===== config.mk =====
export PLATFORM = sky130hd
export DESIGN_NAME = bus_rr_fabric
export DESIGN_NICKNAME = d
export VERILOG_FILES = /design/src/rtl/bus_rr_fabric_pkg.sv /design/src/rtl/bus_rr_fabric_arbiter.sv /design/src/rtl/bus_rr_fabric.sv
export SDC_FILE = /design/constraint.sdc
export NUM_CORES = 1
export LEC_CHECK = 0
export BUFFER_PORTS_ARGS = -buffer_cell sky130_fd_sc_hd__buf_2
export CAP_MARGIN = 10
export CORE_AREA = 2 2 251 253
export CTS_BUF_LIST = sky130_fd_sc_hd__clkbuf_8
export CTS_CLUSTER_SIZE = 28
export DETAILED_ROUTE_END_ITERATION = 8
export DIE_AREA = 0 0 253 255
export SLEW_MARGIN = 20
export SYNTH_ARGS = -nofsm -noshare
export SYNTH_HDL_FRONTEND = slang
export SYNTH_SLANG_ARGS = --single-unit

===== constraint.sdc =====
create_clock -name clk -period 4.65 [get_ports clk]
set_input_delay 0.6975 -clock clk [delete_from_list [all_inputs] [get_ports clk]]
set_output_delay 0.6975 -clock clk [all_outputs]
set_load 0.02 [all_outputs]

===== src/rtl/bus_rr_fabric_pkg.sv =====
// Shared definitions for the round-robin bus fabric: transfer direction,
// default bus widths and the slave window map.
package bus_rr_fabric_pkg;

  typedef enum logic {
    BUS_READ  = 1'b0,
    BUS_WRITE = 1'b1
  } bus_dir_e;

  localparam int DEF_ADDR_WIDTH = 30;
  localparam int DEF_DATA_WIDTH = 32;

  localparam int MEM_SLV   = 0;
  localparam int MAX_SLV   = 8;
  localparam int SLV_IDX_W = 3;

  // Slave indices are compared at a fixed width so that selector values
  // beyond the populated windows still decode (as unmapped).
  function automatic logic [SLV_IDX_W-1:0] slv_idx(input int k);
    return SLV_IDX_W'(k);
  endfunction

endpackage


===== src/rtl/bus_rr_fabric_arbiter.sv =====
// Round-robin bus arbiter: registered one-hot grant, owner holds the bus
// while its request stays high, pointer follows the most recent owner.
module bus_rr_arbiter #(
  parameter int N_MST = 4
) (
  input  logic             clk,
  input  logic             rst_,
  input  logic [N_MST-1:0] i_req,
  output logic [N_MST-1:0] o_grnt,
  output logic             o_grnt_chg
);

  localparam int IDX_W = $clog2(N_MST);

  logic [N_MST-1:0] r_grnt;
  logic [N_MST-1:0] w_grnt_nxt;
  logic [IDX_W-1:0] r_ptr;
  logic [IDX_W-1:0] w_ptr_nxt;
  logic [IDX_W-1:0] w_pick;
  logic             w_found;
  logic             w_owned;
  int               w_dist;
  int               w_best;

  // Cyclic distance from the pointer: the master right after it is 1,
  // the pointer itself is N_MST, so the last owner has lowest priority.
  always_comb begin
    w_found = 1'b0;
    w_pick  = r_ptr;
    w_best  = N_MST + 1;
    w_dist  = 0;
    for (int i = 0; i < N_MST; i++) begin
      w_dist = i - int'(r_ptr);
      if (w_dist <= 0) w_dist = w_dist + N_MST;
      if (i_req[i] && (w_dist < w_best)) begin
        w_best  = w_dist;
        w_found = 1'b1;
        w_pick  = IDX_W'(i);
      end
    end
  end

  assign w_owned = |(r_grnt & i_req);

  always_comb begin
    w_grnt_nxt = r_grnt;
    w_ptr_nxt  = r_ptr;
    if (!w_owned) begin
      w_grnt_nxt = '0;
      if (w_found) begin
        w_grnt_nxt[w_pick] = 1'b1;
        w_ptr_nxt          = w_pick;
      end
    end
  end

  always_ff @(posedge clk or negedge rst_) begin
    if (!rst_) begin
      r_grnt <= '0;
      r_ptr  <= IDX_W'(N_MST - 1);
    end else begin
      r_grnt <= w_grnt_nxt;
      r_ptr  <= w_ptr_nxt;
    end
  end

  assign o_grnt     = r_grnt;
  assign o_grnt_chg = (w_grnt_nxt != r_grnt);

endmodule


===== src/rtl/bus_rr_fabric.sv =====
// Shared-bus fabric: round-robin arbitration, owner mux, slave decode,
// read-data return, unmapped-window errors and wait-state timeout.
module bus_rr_fabric
  import bus_rr_fabric_pkg::*;
#(
  parameter int N_MST      = 4,
  parameter int N_SLV      = 8,
  parameter int ADDR_WIDTH = DEF_ADDR_WIDTH,
  parameter int DATA_WIDTH = DEF_DATA_WIDTH,
  parameter int TIMEOUT    = 16
) (
  input  logic                        clk,
  input  logic                        rst_,
  input  logic [N_MST-1:0]            m_req,
  input  logic [N_MST-1:0]            m_as,
  input  logic [N_MST*ADDR_WIDTH-1:0] m_addr,
  input  logic [N_MST-1:0]            m_wr,
  input  logic [N_MST*DATA_WIDTH-1:0] m_wr_data,
  output logic [N_MST-1:0]            m_grnt,
  output logic                        m_rdy,
  output logic [DATA_WIDTH-1:0]       m_rd_data,
  output logic                        m_err,
  output logic                        s_as,
  output logic [ADDR_WIDTH-1:0]       s_addr,
  output logic                        s_wr,
  output logic [DATA_WIDTH-1:0]       s_wr_data,
  output logic [N_SLV-1:0]            s_cs,
  input  logic [N_SLV-1:0]            s_rdy,
  input  logic [N_SLV*DATA_WIDTH-1:0] s_rd_data
);

  localparam int SEL_W = $clog2(N_SLV);
  localparam int CNT_W = (TIMEOUT > 1) ? $clog2(TIMEOUT) : 1;
  localparam int TO_M1 = (TIMEOUT > 0) ? TIMEOUT - 1 : 0;
  localparam bit TO_EN = (TIMEOUT > 0);

  logic [N_MST-1:0]      w_grnt;
  logic                  w_grnt_chg;
  logic [SEL_W-1:0]      w_sel;
  logic [SLV_IDX_W-1:0]  w_sel_ext;
  logic [N_SLV-1:0]      w_hit;
  logic                  w_mapped;
  logic                  w_slv_rdy;
  logic [DATA_WIDTH-1:0] w_slv_data;
  logic                  w_done;
  logic                  w_unmapped;
  logic                  w_timeout;
  logic [CNT_W-1:0]      r_wait_cnt;

  bus_rr_arbiter #(
    .N_MST (N_MST)
  ) u_arbiter (
    .clk        (clk),
    .rst_       (rst_),
    .i_req      (m_req),
    .o_grnt     (w_grnt),
    .o_grnt_chg (w_grnt_chg)
  );

  assign m_grnt = w_grnt;

  // Grant is one-hot, so at most one master's fields reach the slave side.
  always_comb begin
    s_as      = 1'b0;
    s_addr    = '0;
    s_wr      = 1'b0;
    s_wr_data = '0;
    for (int i = 0; i < N_MST; i++) begin
      if (w_grnt[i]) begin
        s_as      = m_as[i];
        s_addr    = m_addr[i*ADDR_WIDTH +: ADDR_WIDTH];
        s_wr      = m_wr[i];
        s_wr_data = m_wr_data[i*DATA_WIDTH +: DATA_WIDTH];
      end
    end
  end

  assign w_sel     = s_addr[ADDR_WIDTH-1 -: SEL_W];
  assign w_sel_ext = SLV_IDX_W'(w_sel);

  always_comb begin
    w_hit      = '0;
    w_slv_rdy  = 1'b0;
    w_slv_data = '0;
    for (int k = 0; k < N_SLV; k++) begin
      if (w_sel_ext == slv_idx(k)) begin
        w_hit[k]   = 1'b1;
        w_slv_rdy  = s_rdy[k];
        w_slv_data = s_rd_data[k*DATA_WIDTH +: DATA_WIDTH];
      end
    end
  end

  assign w_mapped   = |w_hit;
  assign s_cs       = s_as ? w_hit : '0;
  assign w_done     = s_as & w_mapped & w_slv_rdy;
  assign w_unmapped = s_as & ~w_mapped;
  // A ready slave always beats the timeout in the same cycle.
  assign w_timeout  = TO_EN & s_as & w_mapped & ~w_slv_rdy & (r_wait_cnt == CNT_W'(TO_M1));

  assign m_rdy     = w_done | w_unmapped | w_timeout;
  assign m_err     = w_unmapped | w_timeout;
  assign m_rd_data = w_done ? w_slv_data : '0;

  always_ff @(posedge clk or negedge rst_) begin
    if (!rst_) begin
      r_wait_cnt <= '0;
    end else if (m_rdy || !s_as || w_grnt_chg) begin
      r_wait_cnt <= '0;
    end else if (r_wait_cnt != '1) begin
      r_wait_cnt <= r_wait_cnt + 1'b1;
    end
  end

endmodule


==> metrics <==
detailed placement HPWL ~38000 µm; Pre-Repair DR Iteration Count 5; Nets 2128; CTS tree yes; critical path class reg2reg; P_leak a little under 5 nW; largest net degree at the start of global routing a little over 90; Final Hold Fails 0; post-synthesis sequential area ratio 4.90%; Placed Cells around 2.4k; drt initial violations between 600 and 700; antenna-violating nets left 0; dpl cell area between 9000 and 10000 µm²; worst path arrival time roughly 4.7 ns; Int Pwr about 2.2 mW; Worst EP required between 4 and 5 ns; syn nets about 1.5k; routability cong. a little over 0.9; Residual DRC 0; crit start category flop; Longest Clk Path Bufs 2; largest area contributor in the netlist nand2_1; maximum capacitance violations 0; clk_lat worst skew between 0.2 and 0.25 ns; Clock power frac ~1.3%; Die H about 260 µm; status complete, no violations; clock sink count 10; Initial Utilization under 10%; asr flop ratio synth 100%; Max VDD drop about 310 µV; CTS clk-pin slew, worst paths approximately 0.05 ns; fillcell total 7322; Synth Cell Area about 5200 µm²; Port Buffer Count ~640; die area between 60000 and 70000 µm²; Cells after Synth slightly above 1k; Distinct cells, synth 49; fin util between 10% and 20%; clock root cell clkbuf_8; DR vias a little under 10k; largest cells by area after synthesis nand2_1 23%, nand3_1 18%, a21oi_1 9.3%; Worst Skew between 0.003 and 0.004 ns; sequential power share under 10%; NetSw 4.58 mW; CP Capture Type flop; DR WL/cell around 18 µm; FF+latch count, synth 10; period utilisation layout a little over nine tenths; Hold/Removal Path Class in2async; total CTS buffers 3; synth warn 0; worst slew pin tran around 0.62 ns; Final Instance Area 9550 µm²; Ports between 600 and 700; Core Rows around 90; Sw Ratio around two thirds; Max-slew headroom 58.9%; Core Region roughly 62000 µm²; Yosys top cell area share a little under a quarter; setup violators final 0; pwr dens around 710 nW/µm²; ys flop type dfrtp_1; Routed WL around 43000 µm; commonest non-fill, non-tap cells in the layout 635 x buf_2, 310 x nand2_1, 182 x nand3_1; post-route setup TNS 0 ns; synthesized area per cell between 5 and 6 µm²; share of layout cells above drive strength 1 between 40% and 50%; Max Fclk ~0.22 GHz; CTS Hold Bufs 0; Die Span X between 200 and 300 µm; Final min period roughly 4.6 ns; Pins Over Slew Limit 0; Layout area overhead 85.1%; Total GRT Usage 12.1%; CTS H-tree lvls 1; worst-path maximum fanout 5; most common cell after layout, fill and taps aside buf_2; GRT overflow 0; Finished Layout Cells around 2.4k; initial antenna violation count 13; Via density 4.04; EDFF count, synth 0; vias in the first global route between 8k and 9k; first-pass GRT wire length 56700 µm; combinational power share between 90% and 100%
-- power by group through the flow --
stage	Clock, mW	Sequential [mW]	Combinational, mW
final	0.0909	0.205	6.53
after global routing	0.0984	0.217	7.17
after CTS	0.0936	0.209	6.43
after detailed placement	0	0.211	6.38
after global placement	0	0.212	6.35
after floorplan	0	0.174	3.91
-- cells in the mapped netlist, types with 4 or more instances --
cell type / instances
nand2_1: 314
nand3_1: 183
a21oi_1: 96
clkbuf_1: 71
o21ai_0: 68
nor2_1: 66
a22oi_1: 63
buf_2: 14
nor3_1: 14
buf_1: 11
ha_1: 11
inv_1: 11
dfrtp_1: 8
nor2b_1: 7
nand3b_1: 6
a31oi_1: 4
nor4_1: 4
-- per-stage QoR --
| step | power, mW | worst slack (ns) | hold WS (ns) |
|---|---|---|---|
| after floorplan | 4.09 | 0.00162 | 0.402 |
| after CTS | 6.73 | 0.00655 | 0.329 |
| after global placement | 6.56 | -0.00463 | 0.540 |
| after detailed placement | 6.59 | -0.0192 | 0.551 |
| final | 6.82 | 0.0956 | 0.326 |
| after global routing | 7.49 | -0.101 | 0.329 |
-- critical path, stage by stage (launching register included) --
cell	delay (ns)
dfstp_2	0.52
inv_1	0.05
ha_2	0.21
nand2_2	0.08
inv_2	0.06
ha_4	0.28
xor2_2	0.14
and2_4	0.18
nand2_4	0.07
nand3b_1	0.13
o21ai_2	0.08
ha_2	0.20
nor2_4	0.10
nand2_2	0.07
o41ai_4	0.39
nand2_2	0.13
mux2_4	0.34
ha_4	0.22
nor2b_4	0.12
o21a_4	0.23
a2111oi_4	0.28
o32ai_2	0.15
buf_4	0.16
a31o_2	0.24
-- state kept, by name (all words and copies together), names as in the netlist --
signal and cells:
u_arbiter.r_ptr 2, r_wait_cnt 4, u_arbiter.o_grnt 4
-- final cells by class --
class,count,area [µm²],share of cell area (%)
multi-input cells,887,4680,49.0
flip-flops and latches,10,262,2.74
well taps,799,1000,10.5
inverters,14,53.8,0.563
repair buffers,675,3500,36.7
clock inverters,1,3.75,0.0393
clock buffers,3,41.3,0.432
diodes,4,10.0,0.105
-- cell families after synthesis --
family / Yosys count / synth area share, %
simple gates: 605 / 50.4
buf+inv: 114 / 9.07
compound gates: 258 / 30.0
mux: 9 / 2.55
fa+ha+maj: 11 / 2.67
other cells: 2 / 0.146
flops: 10 / 4.90
xor+xnor: 2 / 0.339
-- timing repair --
item	in CTS	in global routing
setup buffers	2	3
endpoints found under the setup margin	2	10
pin swaps	7	18
gates resized for setup	5	26
-- final timing paths --
path | from | endpoint | slack [ns] | cells past startpoint
setup / recovery | u_arbiter.r_ptr[1]$_DFFE_PN1P_ | u_arbiter.o_grnt[0]$_DFF_PN0_ | 0.1 | 23
hold / removal | rst_ | r_wait_cnt[1]$_DFFE_PN0P_ | 0.33 | 1
setup reg to reg | u_arbiter.r_ptr[1]$_DFFE_PN1P_ | u_arbiter.o_grnt[0]$_DFF_PN0_ | 0.1 | 23
hold reg to reg | r_wait_cnt[0]$_DFFE_PN0P_ | r_wait_cnt[0]$_DFFE_PN0P_ | 0.55 | 2
max in group asynchronous | rst_ | u_arbiter.r_ptr[0]$_DFFE_PN1P_ | 4.05 | 1
min in group clk | r_wait_cnt[0]$_DFFE_PN0P_ | r_wait_cnt[0]$_DFFE_PN0P_ | 0.55 | 2
-- per-layer routing --
| metal | global-route usage (%) | wire length [µm] | part of all wire (%) | vias up |
|---|---|---|---|---|
| met5 | 0 | 8 | 0.018 | - |
| met4 | 4.65 | 1780 | 4.1 | 2 |
| met3 | 2.55 | 3960 | 9.1 | 78 |
| met2 | 21.7 | 20800 | 48 | 607 |
| met1 | 14.0 | 16700 | 39 | 4288 |
| li1 | - | - | - | 4691 |
No activity file was read; power rests on OpenSTA's default activity.
